==> config.mk <==
export PLATFORM = sky130hd
export DESIGN_NAME = mul_div_unit
export DESIGN_NICKNAME = d
export VERILOG_FILES = /design/src/rtl/md_defs.sv /design/src/rtl/md_sign_fix.sv /design/src/rtl/mul_div_unit.sv
export SDC_FILE = /design/constraint.sdc
export NUM_CORES = 1
export LEC_CHECK = 0
export BUFFER_PORTS_ARGS = -buffer_cell sky130_fd_sc_hd__buf_2
export CORE_MARGIN = 5
export CORE_UTILIZATION = 40
export DETAILED_ROUTE_END_ITERATION = 8
export PLACE_DENSITY = 0.58
export SETUP_SLACK_MARGIN = 0.15
export SKIP_LAST_GASP = 1
export SYNTH_ARGS = -nofsm -noshare
export SYNTH_HDL_FRONTEND = slang
export SYNTH_HIERARCHICAL = 1
export SYNTH_SLANG_ARGS = --single-unit
==> constraint.sdc <==
create_clock -name clk -period 3.3 [get_ports clk]
set_input_delay 0.165 -clock clk [delete_from_list [all_inputs] [get_ports clk]]
set_output_delay 0.165 -clock clk [all_outputs]
set_load 0.03 [all_outputs]
==> src/rtl/md_defs.sv <==
// Shared definitions for the multiply/divide unit.
//   MD_DATA_WIDTH : default operand / HI / LO width
//   MD_STEPS      : iterative step count (one step per operand bit)
//   md_op_e       : op encodings presented on the op port
//   md_state_e    : control FSM states
package md_defs;

  localparam int MD_DATA_WIDTH = 32;
  localparam int MD_STEPS      = MD_DATA_WIDTH;

  typedef enum logic [1:0] {
    MD_MULT  = 2'b00,
    MD_MULTU = 2'b01,
    MD_DIV   = 2'b10,
    MD_DIVU  = 2'b11
  } md_op_e;

  typedef enum logic [1:0] {
    S_IDLE = 2'b00,
    S_CALC = 2'b01,
    S_FIX  = 2'b10
  } md_state_e;

endpackage

==> src/rtl/md_sign_fix.sv <==
// Conditional two's-complement negation.
//   value  : input word
//   negate : 1 -> result = -value, 0 -> result = value
//   result : output word
// Used both to take operand magnitudes (negate = signed op & sign bit)
// and to apply the final sign correction to product/quotient/remainder.
// The magnitude of the most negative value is itself, read as unsigned.
module md_sign_fix #(
  parameter int WIDTH = 32
) (
  input  logic [WIDTH-1:0] value,
  input  logic             negate,
  output logic [WIDTH-1:0] result
);

  always_comb begin
    result = negate ? (~value + 1'b1) : value;
  end

endmodule

==> src/rtl/mul_div_unit.sv <==
// Iterative multiply/divide unit owning the architectural HI/LO registers.
//   clk, rst        : clock, synchronous active-high reset
//   start, op, A, B : operation request (sampled only while idle)
//   cancel          : aborts the operation in flight, suppresses a start
//   hi_we, lo_we    : MTHI/MTLO write enables (idle only), data on wdata
//   busy            : operation in flight (CALC or FIX)
//   done            : one-cycle pulse, hi/lo hold the new result
//   hi, lo          : HI/LO registers
// Multiply: 32-step shift-add on magnitudes. Divide: 32-step restoring
// divide on magnitudes with a 33-bit partial remainder. One FIX cycle then
// applies the sign correction and writes hi/lo.
module mul_div_unit
  import md_defs::*;
#(
  parameter int DATA_WIDTH = MD_STEPS
) (
  input  logic                  clk,
  input  logic                  rst,
  input  logic                  start,
  input  logic [1:0]            op,
  input  logic [DATA_WIDTH-1:0] A,
  input  logic [DATA_WIDTH-1:0] B,
  input  logic                  cancel,
  input  logic                  hi_we,
  input  logic                  lo_we,
  input  logic [DATA_WIDTH-1:0] wdata,
  output logic                  busy,
  output logic                  done,
  output logic [DATA_WIDTH-1:0] hi,
  output logic [DATA_WIDTH-1:0] lo
);

  localparam int W  = DATA_WIDTH;
  localparam int CW = (W > 1) ? $clog2(W) : 1;
  localparam logic [CW-1:0] LAST_STEP = CW'(W - 1);

  md_state_e state, state_next;

  md_op_e        op_q;
  logic [CW-1:0] count;
  logic [W:0]    rem;     // multiply: upper product half; divide: partial remainder
  logic [W-1:0]  quo;     // multiply: multiplier shifting out; divide: dividend in, quotient out
  logic [W-1:0]  opnd;    // multiplicand magnitude or divisor magnitude
  logic [W-1:0]  a_raw;   // dividend as presented, returned in hi on divide by zero
  logic          neg_main;
  logic          neg_rem;
  logic          div0_q;
  logic [W-1:0]  hi_q, lo_q;
  logic          done_q;

  // operand magnitudes at latch time
  logic          in_signed;
  logic          in_mul;
  logic [W-1:0]  a_mag_in, b_mag_in;

  assign in_signed = (op == MD_MULT) || (op == MD_DIV);
  assign in_mul    = (op == MD_MULT) || (op == MD_MULTU);

  md_sign_fix #(.WIDTH(W)) u_mag_a (
    .value  (A),
    .negate (in_signed & A[W-1]),
    .result (a_mag_in)
  );

  md_sign_fix #(.WIDTH(W)) u_mag_b (
    .value  (B),
    .negate (in_signed & B[W-1]),
    .result (b_mag_in)
  );

  // single-step datapath
  logic         op_is_mul;
  logic [W-1:0] addend;
  logic [W:0]   mul_sum;
  logic [W:0]   div_shift;
  logic [W:0]   div_trial;
  logic         div_ge;

  assign op_is_mul = (op_q == MD_MULT) || (op_q == MD_MULTU);

  always_comb begin
    addend    = quo[0] ? opnd : '0;
    mul_sum   = rem + {1'b0, addend};
    div_shift = {rem[W-1:0], quo[W-1]};
    div_trial = div_shift - {1'b0, opnd};
    div_ge    = (div_shift >= {1'b0, opnd});
  end

  // sign correction at FIX
  logic [2*W-1:0] prod_fix;
  logic [W-1:0]   quo_fix, rem_fix;

  md_sign_fix #(.WIDTH(2*W)) u_fix_prod (
    .value  ({rem[W-1:0], quo}),
    .negate (neg_main),
    .result (prod_fix)
  );

  md_sign_fix #(.WIDTH(W)) u_fix_quo (
    .value  (quo),
    .negate (neg_main),
    .result (quo_fix)
  );

  md_sign_fix #(.WIDTH(W)) u_fix_rem (
    .value  (rem[W-1:0]),
    .negate (neg_rem),
    .result (rem_fix)
  );

  // FSM
  always_ff @(posedge clk) begin
    if (rst) state <= S_IDLE;
    else     state <= state_next;
  end

  always_comb begin
    state_next = state;
    unique case (state)
      S_IDLE: if (start && !cancel) state_next = S_CALC;
      S_CALC: begin
        if (cancel)                  state_next = S_IDLE;
        else if (count == LAST_STEP) state_next = S_FIX;
      end
      S_FIX:   state_next = S_IDLE;
      default: state_next = S_IDLE;
    endcase
  end

  // datapath registers
  always_ff @(posedge clk) begin
    if (rst) begin
      op_q     <= MD_MULT;
      count    <= '0;
      rem      <= '0;
      quo      <= '0;
      opnd     <= '0;
      a_raw    <= '0;
      neg_main <= 1'b0;
      neg_rem  <= 1'b0;
      div0_q   <= 1'b0;
    end else begin
      unique case (state)
        S_IDLE: begin
          if (start && !cancel) begin
            op_q     <= md_op_e'(op);
            count    <= '0;
            rem      <= '0;
            opnd     <= in_mul ? a_mag_in : b_mag_in;
            quo      <= in_mul ? b_mag_in : a_mag_in;
            a_raw    <= A;
            neg_main <= in_signed & (A[W-1] ^ B[W-1]);
            neg_rem  <= (op == MD_DIV) & A[W-1];
            div0_q   <= !in_mul && (B == '0);
          end
        end
        S_CALC: begin
          count <= count + 1'b1;
          if (op_is_mul) begin
            rem <= {1'b0, mul_sum[W:1]};
            quo <= {mul_sum[0], quo[W-1:1]};
          end else begin
            rem <= div_ge ? div_trial : div_shift;
            quo <= {quo[W-2:0], div_ge};
          end
        end
        default: ;
      endcase
    end
  end

  // HI/LO and done
  always_ff @(posedge clk) begin
    if (rst) begin
      hi_q   <= '0;
      lo_q   <= '0;
      done_q <= 1'b0;
    end else begin
      done_q <= (state == S_FIX) && !cancel;
      if (state == S_FIX) begin
        if (!cancel) begin
          if (div0_q) begin
            hi_q <= a_raw;
            lo_q <= '1;
          end else if (op_is_mul) begin
            {hi_q, lo_q} <= prod_fix;
          end else begin
            hi_q <= rem_fix;
            lo_q <= quo_fix;
          end
        end
      end else if (state == S_IDLE) begin
        if (hi_we) hi_q <= wdata;
        if (lo_we) lo_q <= wdata;
      end
    end
  end

  assign busy = (state != S_IDLE);
  assign done = done_q;
  assign hi   = hi_q;
  assign lo   = lo_q;

endmodule

Word level (Yosys, flattened, before mapping):

Index checks and enable logic that the tools add are counted.

* add/sub/neg operators: 8
* $lt $le $gt $ge: 1
* equality and inequality tests: 9
* muxes and demuxes: 33
* bitwise logic cells: 10
* reduce and logical (&&, ||, !) cells: 22

Operator list (count)
* 2-to-1 mux 32 bit: 21
* adder 32 x 1 -> 32 bit (second input constant): 4
* NOT 32 bit: 4
* 2-to-1 mux 33 bit: 3
* case mux 33 bit (2 select lines): 1
* adder 64 x 1 -> 64 bit (second input constant): 1
* 2-to-1 mux 64 bit: 1
* NOT 64 bit: 1
* case mux 32 bit (2 select lines): 1
* adder 33 x 32 -> 33 bit: 1
* greater-or-equal comparator 33 x 32 -> 1 bit: 1
* subtractor 33 x 32 -> 33 bit: 1
* logical NOT 32 bit: 1
* case mux 5 bit (2 select lines): 1
* nonzero test 2 bit: 5
* equality test 2 x 1 -> 1 bit (second input constant): 3
* logical NOT 2 bit: 3
* 2-to-1 mux 2 bit: 3
* AND reduction 2 bit: 3
* AND reduction 3 bit: 2
* adder 5 x 1 -> 5 bit (second input constant): 1
* equality test 5 bit (second input constant): 1
* 2-to-1 mux 5 bit: 1
* AND 1 bit: 4
* 8 further kinds: 15

* register bits after elaboration: 206
* input port bits: 104
* output and inout bits: 66
* logic and storage cells: 96

Longest topological paths before layout:

Gate-level depths: netlist of the first run.

* depth in word-level cells: 7
* depth in mapped cells: 15
* gate-level depth less buffers: 14

By module:

Netlist of the first run, hierarchy kept.

Modules (own cells, without submodules)
* mul_div_unit: instances 1, cells each 1757, area an instance 13907.1 sq um, sequential area each 4103.9 sq um
* md_sign_fix at u_fix_quo ...: instances 4, cells each 99, area an instance 777.0 sq um, sequential area each 0.0 sq um
* md_sign_fix at u_fix_prod: instances 1, cells each 206, area an instance 1649.1 sq um, sequential area each 0.0 sq um

Least setup slack after synthesis of the first run:

OpenSTA, ideal clock, no wires.

* path kind: flip-flop to flip-flop
* start: register quo[0]
* end: register rem[30]
* library setup time: 0.133 ns
* arrival time: 3.041 ns
* required time: 3.167 ns
* path slack: 0.125 ns
* cell stages (with the launch flop): 14
* buffers on the path: 1
* path through: dfxtp_1 > clkbuf_1 > and2_1 > ha_1 > a21o_1 > a221o_1 > o21a_1 > o21bai_1 > o2111ai_1 > a31oi_2 > o21ai_1 > a311oi_1 > xor2_1 > o211ai_1

* cells in the longest elaborated chain, start to end: 4

Ends and longest elaborated chain
* from (decl): RTL line mul_div_unit.sv:42 `logic [W-1:0] quo;`
* from (signal assigned): RTL line mul_div_unit.sv:150 `quo <= in_mul ? b_mag_in : a_mag_in;`
* from (signal assigned): RTL line mul_div_unit.sv:161 `quo <= {mul_sum[0], quo[W-1:1]};`
* from (signal assigned): RTL line mul_div_unit.sv:164 `quo <= {quo[W-2:0], div_ge};`
* 2-to-1 mux 32 bit: RTL line mul_div_unit.sv:82 `addend = quo[0] ? opnd : '0;`
* adder 33 x 32 -> 33 bit: RTL line mul_div_unit.sv:83 `mul_sum = rem + {1'b0, addend};`
* 2-to-1 mux 33 bit: RTL line mul_div_unit.sv:159 `if (op_is_mul) begin`
* case mux 33 bit (2 select lines): RTL line mul_div_unit.sv:143 `unique case (state)`
* to (signal assigned): RTL line mul_div_unit.sv:160 `rem <= {1'b0, mul_sum[W:1]};`
* to (signal assigned): RTL line mul_div_unit.sv:163 `rem <= div_ge ? div_trial : div_shift;`
* to (decl): RTL line mul_div_unit.sv:41 `logic [W:0] rem;`

Every way passes these cells.
A chain may end at the register's enable or synchronous reset.

Final worst setup path of the first run:

* start: register quo[0]
* end: register rem[26]

Same word-level chain as after synthesis.

==> run summary, run 1 <==
TritonCTS built the clock tree. In this run, synthesis inferred 0 flip-flops with an integrated enable. The clock transition at the registers of the reported paths is around 0.06 ns. Data on the critical path arrives at its endpoint at 3.60 ns. The number of clock sinks seen by CTS is 205. For the final database, setup skew stands at around 0.032 ns. The biggest fanout along the worst timing path came out at 10.

The post-synthesis cell type count came out at 87. Input and output buffers added on the ports amount to 169. The nature of the critical path startpoint is a flip-flop. The maximum clock insertion buffer count came out at 3. From synthesis to final layout, the design area changed by 26.95%. The post-detailed-placement half-perimeter wirelength is 54.36 mm. Setup repair after global routing could not meet its margin everywhere.

By area, the combinational part of the netlist is dominated by compound AO/OA/AOI/OAI gates. The post-route netlist has between 20% and 30% of its cells at a drive strength greater than 1. The maximum achievable frequency is about 310 MHz. The final routed DRC violation total came out at 0. The number of nets in the finished design is between 2,000 and 3,000. Headroom to the max-slew limit came out at 21.26%. At the pin with the least slew margin, the transition time is 1.181 ns. The adder and majority gate portion of the synthesized area came out at about 5.0%. The area taken by flip-flops and latches is a little over 4000 um2. The number of warning messages in the yosys log is 6.

The final number of setup-violating endpoints is 0. The post-synthesis compound-gate area fraction is 25.91%. After synthesis the netlist holds a flip-flop and latch count of around 210. The detailed-router iteration count before antenna repair is 6. The instance count of the mapped netlist came out at 2,359.

The async set-or-reset flop fraction in the synthesized netlist came out at 0%. The final max-slew violation count is 0. The number of cells after detailed placement came out at 3,159. The total die area came out at 51,080 um2. The floorplan has a little under 80 rows.

The minimum clock period after layout came out at 3.194 ns. Summing the areas of all xor and xnor instances in the mapped netlist gives between 10% and 20% of the synthesized area. The number of failing hold endpoints at the final stage came out at 0. The post-synthesis share of cell area spent on and, or, nand and nor gates is 21.45%. The final weighted congestion of routability-driven global placement came out at 0.9549. The overall global routing resource usage is approximately 27%. Entering global routing, the biggest net connects 101 pins. The post-synthesis area per instance came out at 7.912 um2.

The number of global-route vias before repair was about 19,000. The floorplan step defined a core boundary enclosing 46,360 um2. The starting density of the core came out at 40.26%.

The worst-case hold slack came out at 0.07028 ns. The I/O pin total came out at 170. The average detailed-routed wire length per instance came out at approximately 22 um. The global-route wire length before repair came out at 109.9 mm. For this design the ratio of total power to cell area is 392.7 nW/um2. The die height is 226.0 um. The sequential element share of the synthesized area came out at 21.99%. The aggregate global routing overflow is 0.

The tightest min-delay check is of the primary input to flip-flop type. The static leakage is 0.009482 uW. The maximum VDD drop came out at 0.0004463 V. The area used by multi-input combinational logic came out at 14,230 um2. The number of vias after detailed routing came out at 19,780. The number of clock buffers added by TritonCTS is 28. The start-to-end type of the worst setup path is flip-flop to flip-flop. The number of antenna violations at the first check in global routing came out at 1. The number of nets handed over by synthesis was 2,536.

The depth of the CTS H-tree is 1. Fill cells in the final layout number 4,502. The tool flagged a number of max-cap violations equal to 0. The tree is rooted in a sky130_fd_sc_hd__clkbuf_16. After synthesis the cells add up to around 19,000 um2. The finished layout holds 3,304 standard cells, fillers aside. The clock reaches the later pin of the worst-skew pair after 0.59 ns. The number of antenna diodes is 0. The number of design-rule violations left by the first detailed-router iteration came out at between 1,500 and 2,000.

The x dimension of the die came out at 226.0 um. The worst setup path is captured at a flip-flop. The fraction of synthesized area in multiplexers is 9.942%.

For this run, the leading register cell type out of synthesis is sky130_fd_sc_hd__dfxtp_1. In the finished design, the share of the clock period the worst path needs comes to a little over nine tenths. The flow ran to the end, and the final reports show no timing, DRC or antenna violations. The number of vias per cell came out at 5.985. The routed wire length came out at 72.77 mm. The required arrival time at the worst endpoint is 3.71 ns. The count of nets left with antenna violations once routing finished came out at 0.
-- synthesized netlist by cell type (13+ instances only) --
| cell | count | area, um2 |
|---|---|---|
| sky130_fd_sc_hd__and2_1 | 36 | 225.2 |
| sky130_fd_sc_hd__clkbuf_1 | 120 | 450.4 |
| sky130_fd_sc_hd__o41ai_2 | 20 | 325.3 |
| sky130_fd_sc_hd__xnor2_1 | 216 | 1892 |
| sky130_fd_sc_hd__o21ai_0 | 137 | 685.7 |
| sky130_fd_sc_hd__dfxtp_1 | 205 | 4104 |
| sky130_fd_sc_hd__a311oi_1 | 35 | 306.5 |
| sky130_fd_sc_hd__buf_1 | 20 | 75.07 |
| sky130_fd_sc_hd__nor4_1 | 21 | 131.4 |
| sky130_fd_sc_hd__nand4_1 | 25 | 156.4 |
| sky130_fd_sc_hd__mux2i_1 | 146 | 1461 |
| sky130_fd_sc_hd__nand3_1 | 28 | 140.1 |
| sky130_fd_sc_hd__nor3_1 | 24 | 120.1 |
| sky130_fd_sc_hd__o31ai_1 | 58 | 435.4 |
| sky130_fd_sc_hd__a21o_1 | 32 | 240.2 |
| sky130_fd_sc_hd__or3_1 | 17 | 106.4 |
| sky130_fd_sc_hd__nor2b_1 | 15 | 93.84 |
| sky130_fd_sc_hd__inv_1 | 63 | 236.5 |
| sky130_fd_sc_hd__a211oi_1 | 103 | 773.2 |
| sky130_fd_sc_hd__ha_1 | 71 | 888.4 |
| sky130_fd_sc_hd__nor2_1 | 155 | 581.8 |
| sky130_fd_sc_hd__nand2_1 | 307 | 1152 |
| sky130_fd_sc_hd__o41ai_1 | 28 | 245.2 |
| sky130_fd_sc_hd__nor4_4 | 17 | 361.6 |
| sky130_fd_sc_hd__o221ai_1 | 33 | 289.0 |
| sky130_fd_sc_hd__a21oi_1 | 142 | 710.7 |
| sky130_fd_sc_hd__o21ai_1 | 13 | 65.06 |
| sky130_fd_sc_hd__nand2b_1 | 28 | 175.2 |
| sky130_fd_sc_hd__xor2_1 | 22 | 192.7 |
| sky130_fd_sc_hd__mux2_2 | 34 | 382.9 |
-- registers in the layout, indices dropped and copies added, names as in the netlist --
register,flops
a_raw,32
count,5
div0_q,1
done,1
hi,32
lo,32
neg_main,1
neg_rem,1
op_q,1
opnd,32
quo,32
rem,33
state,2
-- cell usage in the layout (no fill, tap or decap), types with 17 or more instances in the layout --
cell type | netlist | layout
sky130_fd_sc_hd__a211oi_1 | 103 | 100
sky130_fd_sc_hd__a21o_1 | 32 | 32
sky130_fd_sc_hd__a21oi_1 | 142 | 137
sky130_fd_sc_hd__a311oi_1 | 35 | 32
sky130_fd_sc_hd__and2_1 | 36 | 36
sky130_fd_sc_hd__buf_2 | 6 | 167
sky130_fd_sc_hd__buf_4 | 6 | 194
sky130_fd_sc_hd__clkbuf_16 | 0 | 30
sky130_fd_sc_hd__dfxtp_1 | 205 | 180
sky130_fd_sc_hd__dfxtp_2 | 0 | 17
sky130_fd_sc_hd__dlygate4sd3_1 | 0 | 61
sky130_fd_sc_hd__ha_1 | 71 | 54
sky130_fd_sc_hd__inv_1 | 63 | 59
sky130_fd_sc_hd__mux2_2 | 34 | 34
sky130_fd_sc_hd__mux2i_1 | 146 | 145
sky130_fd_sc_hd__nand2_1 | 307 | 305
sky130_fd_sc_hd__nand2b_1 | 28 | 27
sky130_fd_sc_hd__nand3_1 | 28 | 26
sky130_fd_sc_hd__nand4_1 | 25 | 25
sky130_fd_sc_hd__nor2_1 | 155 | 154
sky130_fd_sc_hd__nor3_1 | 24 | 20
sky130_fd_sc_hd__nor4_1 | 21 | 18
sky130_fd_sc_hd__nor4_4 | 17 | 18
sky130_fd_sc_hd__o21ai_0 | 137 | 111
sky130_fd_sc_hd__o21ai_1 | 13 | 30
sky130_fd_sc_hd__o221ai_1 | 33 | 33
sky130_fd_sc_hd__o31ai_1 | 58 | 54
sky130_fd_sc_hd__o41ai_1 | 28 | 26
sky130_fd_sc_hd__o41ai_2 | 20 | 22
sky130_fd_sc_hd__xnor2_1 | 216 | 216
sky130_fd_sc_hd__xor2_1 | 22 | 22
-- metal layers --
layer	up-vias	GRT usage, %	part of all wire [%]
met5	-	0	0
met2	708	43.56	46
met3	129	4.784	7.3
li1	9334	-	-
met4	0	7.064	3.2
met1	9604	37.22	44
-- final timing paths --
kind / start / endpoint / slack (ns) / depth (start not counted)
worst min-delay path: B[13] / div0_q$_SDFFE_PP0P_ / 0.07 / 4
worst min register to register: lo[14]$_SDFFE_PP0P_ / lo[14]$_SDFFE_PP0P_ / 0.45 / 2
worst max register to register: quo[0]$_SDFFE_PP0P_ / rem[26]$_SDFFE_PP0P_ / 0.11 / 14
worst max-delay path: quo[0]$_SDFFE_PP0P_ / rem[26]$_SDFFE_PP0P_ / 0.11 / 14
-- where the power goes --
group / internal [uW] / leakage [uW] / switching, uW
registers: 2620 / 0.00169 / 135
clock network: 2350 / 0.000538 / 1320
logic: 1180 / 0.00725 / 1710
total: 6150 / 0.00948 / 3160
-- cells by family after synthesis --
| logic type | after synthesis |
|---|---|
| AOI/OAI and AO/OA | 688 |
| DFF | 205 |
| adders and majority gates | 73 |
| buffers and inverters | 217 |
| muxes | 181 |
| xor gates and xnor gates | 238 |
| and+or+nand+nor | 757 |
-- what timing repair did --
action                     CTS  global route
resized for setup           29           124
gates cloned                 0             2
setup endpoints to repair   23            53
hold buffers                61             0
pin swaps                    7            34
hold endpoints to repair   100             0
setup buffers                5            25
-- through the flow --
step | area (um2) | setup slack [ns] | util, % | power (uW) | TNS (ns)
final | 23690 | 0.1056 | 51.11 | 9304 | 0
after floorplan | 18670 | 0.2416 | - | 4448 | 0
after detailed placement | 21140 | -0.06210 | 45.61 | 5402 | -0.1761
after global placement | 21140 | -0.02231 | 45.61 | 5376 | -0.02231
after global routing | 23690 | -0.02637 | 51.11 | 9658 | -0.05317
after CTS | 23000 | 0.1379 | 49.62 | 9158 | 0
-- final cells by class --
cell class / instances / share of cell area [%]
clock inverters: 19 / 1.452
repair buffers: 440 / 13.51
well taps: 607 / 3.205
inverters: 63 / 1.024
flip-flops and latches: 205 / 17.54
multi-input cells: 1937 / 60.06
clock buffers: 33 / 3.205
-- critical path, cell delays in order (launching register included) --
cell                        delay (ns)
sky130_fd_sc_hd__dfxtp_4          0.39
sky130_fd_sc_hd__buf_6            0.15
sky130_fd_sc_hd__and2_1           0.16
sky130_fd_sc_hd__ha_1             0.20
sky130_fd_sc_hd__a21o_1           0.18
sky130_fd_sc_hd__a221o_1          0.31
sky130_fd_sc_hd__o21a_1           0.22
sky130_fd_sc_hd__o21bai_1         0.23
sky130_fd_sc_hd__o2111ai_2        0.23
sky130_fd_sc_hd__a31oi_4          0.28
sky130_fd_sc_hd__o21ai_2          0.11
sky130_fd_sc_hd__buf_4            0.15
sky130_fd_sc_hd__xor2_1           0.13
sky130_fd_sc_hd__a22oi_1          0.17
sky130_fd_sc_hd__o22ai_1          0.10
(Power assumes the default switching activity.)
==> run 2, diff against run 1 <==
--- a/config.mk
+++ b/config.mk
@@ -8,8 +8,9 @@
 export BUFFER_PORTS_ARGS = -buffer_cell sky130_fd_sc_hd__buf_2
 export CORE_MARGIN = 5
 export CORE_UTILIZATION = 40
+export CTS_BUF_LIST = sky130_fd_sc_hd__clkbuf_4
 export DETAILED_ROUTE_END_ITERATION = 8
-export PLACE_DENSITY = 0.58
+export PLACE_DENSITY = 0.55
 export SETUP_SLACK_MARGIN = 0.15
 export SKIP_LAST_GASP = 1
 export SYNTH_ARGS = -nofsm -noshare
==> constraint.sdc (replaced) <==
create_clock -name clk -period 3.7 [get_ports clk]
set_input_delay 0.185 -clock clk [delete_from_list [all_inputs] [get_ports clk]]
set_output_delay 0.185 -clock clk [all_outputs]
set_load 0.03 [all_outputs]
==> run 2 against run 1 <==
  * Wire length down 1.5%
  * Power shrank 22%
  * Design area shrank 5.7%
  * Combinational power down 21%
==> run summary, run 2 (synthesis results as in run 1) <==
The final core utilization is 48.22%. The first TritonRoute pass finished after 7 iterations. The min-delay analysis places its worst path in the category primary input to flip-flop. The worst path uses about nine tenths of the clock period. The start-to-end type of the worst setup path is flip-flop to flip-flop. The maximum achievable frequency came out at approximately 290 MHz. The maximum clock insertion buffer count is 3.

The x dimension of the die is 226.0 um. The finished layout cell area is 22,350 um2. Summing internal, switching and leakage power gives 7274 uW. The nature of the critical path endpoint is a flip-flop. The number of cells after detailed placement came out at 3,094. The analysis attributes to cell leakage a power of between 0.008 and 0.009 uW. At the worst endpoint, the required time is 4.33 ns. The headroom to the max-slew limit is 21.73%.

The number of failing hold endpoints at the final stage is 0. The final number of setup-violating endpoints is 0. The run finished with clean final reports.

The average detailed-routed wire length per instance came out at 21.71 um. The final layout contains 2,816 nets. The port buffer count came out at 169. The fraction of final layout cells sized beyond drive strength 1 is 19.69%. The TritonCTS buffer count is 67.

The multi-input combinational cells in the finished layout cover a total of approximately 14,000 um2. The number of global-route vias before repair is about 19,000. The floorplan row count is 79.

The biggest fanout along the worst timing path came out at 18. Summing all flip-flop and latch instances after layout gives just over 4000 um2. The largest net degree at the start of global routing is 101. The first routing iteration left ~1,900 violations. The count of fill cells added during filler insertion came out at 4,740. The count of non-filler cells in the finished layout came out at 3,300. The minimum clock period after layout came out at 3.396 ns. Counting flops per register, the top entry is rem. The TritonCTS clock tree is done.

The routed wire length is just over 70 mm. Clock-pin slew was measured on the worst setup and hold paths at 0.06 ns. The cell at the root of the clock tree is sky130_fd_sc_hd__clkbuf_4. The final max-slew violation count was 0. The aggregate global routing overflow came out at 0. The number of setup buffers added after CTS came out at 0.

For this design the ratio of total power to cell area is 325.4 nW/um2. The first global-routing pass estimated around 110 mm of wire. The count of nets left with antenna violations after detail routing is 0.

The flip-flop count of the largest register after layout is 33. The worst setup skew after layout is roughly 0.076 ns. The number of vias per cell is a little under 6.

The number of antenna violations at the first check in global routing is 2. The final routed DRC violation total is 0. Setup repair after global routing left no endpoint under its margin. Clock tree synthesis found a total of 205 sinks. Compared with the post-synthesis result, the final layout area differs by 19.76%.

Leaving out fill and tap cells, the most frequent cell in the layout is sky130_fd_sc_hd__nand2_1. The critical path arrival is ~4.0 ns. The depth of the CTS H-tree is 3. The I/O pin total came out at 170. The total die area is 51,080 um2. In the layout the commonest cells are 307 x sky130_fd_sc_hd__nand2_1, 216 x sky130_fd_sc_hd__xnor2_1, 201 x sky130_fd_sc_hd__dfxtp_1.

The number of cells on the worst reg-to-reg path is 13. At the end of routability-driven placement, the weighted congestion stood at 0.9367. For the final routed database, the setup TNS stands at 0 ns. Global routing used 27.03% of the available tracks. The clock insertion delay at the later pin of the skew report came out at 0.79 ns. The count of maximum capacitance violations came out at 0. The region available for standard cell placement spans 46,360 um2. The number of cells traversed by the worst hold path came out at 4.

IR analysis of the VDD net gives a maximum drop of 0.0002225 V. The die height is roughly 230 um. The transition at the pin with the smallest max-transition slack came out at ~1.2 ns. The post-detailed-placement half-perimeter wirelength came out at between 50 and 60 mm. After detailed placement, the total cell area comes to 20,610 um2.

Across all register-to-register paths, the minimum setup slack is 0.30 ns. The nature of the critical path startpoint is a flip-flop. The initial utilization of the core area, before any placement, comes to 40.26%. The routed layout has a little under 20,000 vias.
-- run 2: cell count changes in the layout (fill, tap and decap cells not counted), sizes merged --
cell / change
buf: -95
clkbuf: +64
diode: +1
bufinv: -8
clkinvlp: -1
dlygate4sd3: +22
inv: +3
clkinv: +10
-- run 2: timing repair --
item | CTS | global route
pin swaps | 0 | 0
setup endpoints to repair | 4 | 9
hold endpoints to repair | 130 | 0
resized for setup | 2 | 7
hold buffers | 83 | 0
-- run 2: path summary, 6_finish.rpt --
check,startpoint,to
max,quo[0]$_SDFFE_PP0P_,rem[31]$_SDFFE_PP0P_
min,B[17],opnd[17]$_SDFFE_PP0P_
max reg2reg,quo[0]$_SDFFE_PP0P_,rem[31]$_SDFFE_PP0P_
min reg2reg,lo[27]$_SDFFE_PP0P_,lo[27]$_SDFFE_PP0P_
-- run 2: worst max-delay path, stage by stage, from the launching register on --
cell and delay (ns):
sky130_fd_sc_hd__dfxtp_4 0.41, sky130_fd_sc_hd__and2_1 0.18, sky130_fd_sc_hd__ha_1 0.34, sky130_fd_sc_hd__a211oi_2 0.29, sky130_fd_sc_hd__o21ai_0 0.22, sky130_fd_sc_hd__o31ai_2 0.35, sky130_fd_sc_hd__nor3_1 0.08, sky130_fd_sc_hd__buf_4 0.15
sky130_fd_sc_hd__or3_1 0.44, sky130_fd_sc_hd__and3_1 0.18, sky130_fd_sc_hd__nor3_2 0.17, sky130_fd_sc_hd__mux2i_1 0.10, sky130_fd_sc_hd__a221oi_1 0.21, sky130_fd_sc_hd__nand3_1 0.11
-- run 2: routing by layer --
metal  GRT usage [%]  vias up  wire [um]
met5               0        -          7
met4           9.761        2       2318
met3           4.849      141       5284
met2           41.72      765      31360
met1           37.89     9298      32680
li1                -     9309          -
-- run 2: final cells by class --
class | instances | share of cell area (%)
sequential | 205 | 18.42
timing repair buffer | 365 | 11.50
inverter | 63 | 1.058
clock buffer | 99 | 3.325
multi-input combinational | 1937 | 61.72
antenna | 1 | 0.01120
clock inverter | 23 | 0.5709
tap | 607 | 3.398
-- run 2: report_power, final --
part	internal, uW	switching (uW)	total, uW
combinational	887	1390	2280
sequential	2340	179	2520
clock	1300	1170	2480
-- run 2: through the flow --
stage	hold slack [ns]	setup WS, ns
finish	0.08752	0.3041
global route	0.1033	0.1584
CTS	0.007822	0.2399
detailed placement	0.4393	0.05060
global placement	0.4402	0.1383
floorplan	0.2617	0.5254
==> run 3, diff against run 2 <==
--- a/config.mk
+++ b/config.mk
@@ -5,12 +5,14 @@
 export SDC_FILE = /design/constraint.sdc
 export NUM_CORES = 1
 export LEC_CHECK = 0
-export BUFFER_PORTS_ARGS = -buffer_cell sky130_fd_sc_hd__buf_2
+export CORE_ASPECT_RATIO = 0.5
 export CORE_MARGIN = 5
 export CORE_UTILIZATION = 40
 export CTS_BUF_LIST = sky130_fd_sc_hd__clkbuf_4
 export DETAILED_ROUTE_END_ITERATION = 8
-export PLACE_DENSITY = 0.55
+export DONT_BUFFER_PORTS = 1
+export GPL_TIMING_DRIVEN = 0
+export PLACE_DENSITY = 0.52
 export SETUP_SLACK_MARGIN = 0.15
 export SKIP_LAST_GASP = 1
 export SYNTH_ARGS = -nofsm -noshare
==> run 3 against run 2 <==
  * Worst setup slack worse by 0.11 ns
  * Register-to-register slack worse by 0.11 ns
  * Hold slack worse by 0.024 ns
  * Clock skew is 0.027 ns lower
  * Critical path depth is 5 lower
  * Wire length is 10% higher
  * Critical path type unchanged
  * Power is 6.5% lower
  * Design area is 4.1% lower
  * Die area is 0.51% higher
  * Sequential power is 6% higher
  * Count of clock-buffer cells in the layout is 17 lower
==> run summary, run 3 (synthesis results as in run 1) <==
The nature of the critical path startpoint is a flip-flop. The fraction of power spent switching nets is roughly two fifths. For this design the total switching power over the nets is about 2600 uW. The final max-slew violation count is 0. On the worst path, the slowest cell contributes a delay of 0.79 ns. The flip-flop count of the largest register after layout is 33. The path class of the tightest hold or removal check is primary input to flip-flop. Setup repair after global routing could not meet its margin everywhere. The static leakage is 0.007890 uW. The number of design-rule violations left by the first detailed-router iteration is between 2,000 and 2,500. The pre-CTS worst setup slack came out at -0.6743 ns. No sink is reached through more buffers than the 3 on the longest clock path. The minimum setup slack in the final design came out at 0.1903 ns. The headroom to the max-slew limit came out at 7.266%. The H-tree was split into 2 levels.

The internal portion of total power is 4159 uW. The minimum clock period after layout came out at 3.510 ns. The required arrival time at the worst endpoint came out at 4.34 ns. The most common cell after layout, fill and taps aside is sky130_fd_sc_hd__nand2_1. The routed design has 78.93 mm of wire.

The power per unit of standard cell area came out at between 300 and 400 nW/um2. The period utilization came out at 94.86%. The signal on the critical path passes through or2_2, or3b_2, clkbuf_1, clkbuf_1, nor3_1, dlygate4sd3_1, a21oi_1, nor2_1. At the pin with the least slew margin, the transition time is 1.380 ns. The clock transition at the registers of the reported paths came out at approximately 0.070 ns. Across all layers, the routed design uses 19,350 vias. The number of vias per cell is 6.050. rem holds more flip-flops than any other register. The uppermost metal layer occupied by signal nets is met5. The sequential share of power is 39.1%.

Compared with the post-synthesis result, the final layout area differs by 14.87%. The x dimension of the die came out at 315.5 um. The most critical setup path has its startpoint at state[0]$_SDFFE_PP0P_. The I/O pin total is 170.

Once the floorplan was initialized, standard cells occupied 40.91% of the core. The routed wire length on met2 is 33.27 mm. The worst hold path begins at A[0]. The biggest fanout along the worst timing path came out at 10.

The total die area is just over 50,000 um2. The clock insertion delay at the later pin of the skew report came out at 0.77 ns. The count of nets left with antenna violations after detail routing is 0.

The global-route wire length before repair came out at 116.9 mm. The number of clock sinks seen by CTS came out at between 200 and 250. Entering global routing, the biggest net connects 16 pins.

The detailed-router iteration count before antenna repair is 5. The run finished with clean final reports. The worst-case hold slack is between 0.06 and 0.07 ns. The final number of setup-violating endpoints came out at 0. Detailed routing placed a total of 6.699 mm of wire on met3. In the routed design, unresolved DRC markers number 0. The die height is 162.7 um.

The clock power share is 31.1%. After detailed routing, the average wire length per cell comes to 24.67 um. In the layout the commonest cells are 307 x sky130_fd_sc_hd__nand2_1, 216 x sky130_fd_sc_hd__xnor2_1, 177 x sky130_fd_sc_hd__dfxtp_1.

The TritonCTS buffer count came out at 57. At the end of routability-driven placement, the weighted congestion stood at 0.9932. The fraction of final layout cells sized beyond drive strength 1 is 10.98%.

The tree is rooted in a sky130_fd_sc_hd__clkbuf_4. TritonCTS built the clock tree. The overall power after layout is 6799 uW.

The port buffer count came out at 0. The number of global-route vias before repair is 18,440. The overall global routing resource usage came out at between 20% and 30%. The total area inside the core boundary comes to 45,630 um2. The combinational cell fraction of total power is between 20% and 30%. The slowest stage of the critical path is the sky130_fd_sc_hd__clkbuf_1 cell. The maximum achievable frequency is 284.9 MHz. The critical path arrival came out at a little over 4 ns. After global routing the overflow that remains totals 0. Max-cap violations in this run came to 0. For this block, wires on met1 add up to between 30 and 40 mm.

The post-detailed-placement half-perimeter wirelength is 60.42 mm. The worst setup skew after layout is ~0.05 ns. The number of failing hold endpoints at the final stage came out at 0. The start-to-end type of the worst setup path is flip-flop to flip-flop. The worst setup path is captured at a flip-flop. The number of nets in the finished design came out at roughly 2,700. The maximum VDD drop came out at 0.0002409 V.

The number of antenna violations at the first check in global routing is 5. Counting stages on the worst path, the most repeated cell is sky130_fd_sc_hd__clkbuf_1. The startpoint identified for the worst register-to-register timing path is state[0]$_SDFFE_PP0P_. The floorplan row count came out at 55.
==> run 3: path summary, 6_finish.rpt <==
path,end,slack [ns],depth (start not counted)
setup / recovery,neg_main$_SDFFE_PP0P_,0.19,8
hold / removal,opnd[3]$_SDFFE_PP0P_,0.06,5
hold reg to reg,a_raw[27]$_SDFFE_PP0P_,0.46,2
setup reg to reg,neg_main$_SDFFE_PP0P_,0.19,8
==> run 3: area by class of cell <==
type	count	area, um2
diodes	3	7.507
plain buffers	154	643.1
clock buffers	82	615.6
clock inverters	17	70.07
fillers	4684	24190
inverters	63	240.2
multi-input cells	1937	13830
flip-flops and latches	205	4151
well taps	627	784.5
repair buffers	111	1101
==> run 3: layer usage <==
metal  global-route usage, %  vias to the layer above
met5                       0                        -
met4                   7.603                        4
met3                   5.747                      155
met2                   45.11                      877
met1                   42.23                     9270
li1                        -                     9047
==> run 3: what timing repair did <==
item,CTS,global route
endpoints found under the hold margin,144,0
pin swaps,0,6
setup endpoints to repair,66,51
gates resized for setup,41,46
hold buffers,107,0
buffers inserted,1,3
==> run 3: metrics by stage <==
stage	TNS [ns]	cell area, um2	std cells	utilization (%)
after floorplan	0	18660	2359	-
after global placement	-9.966	19450	2986	42.63
after detailed placement	-9.898	19450	2986	42.63
after CTS	0	21290	3193	46.66
after global routing	0	21440	3198	46.98
final	0	21440	3199	46.99
==> run 3: worst max-delay path, delay by kind of cell, from the launching register on <==
| family | cells | cell delay (ns) |
|---|---|---|
| AOI/OAI and AO/OA | 1 | 0.14 |
| buffers and inverters | 3 | 2.06 |
| DFF | 1 | 0.53 |
| and+or+nand+nor | 4 | 0.65 |
==> run 3: power by group through the flow <==
| stage | Sequential [uW] | Combinational (uW) | Clock, uW |
|---|---|---|---|
| CTS | 2650 | 1960 | 2160 |
| floorplan | 2610 | 1350 | 0 |
| global placement | 2710 | 1800 | 0 |
| detailed placement | 2710 | 1800 | 0 |
| global route | 2670 | 2180 | 2280 |
| finish | 2660 | 2030 | 2110 |
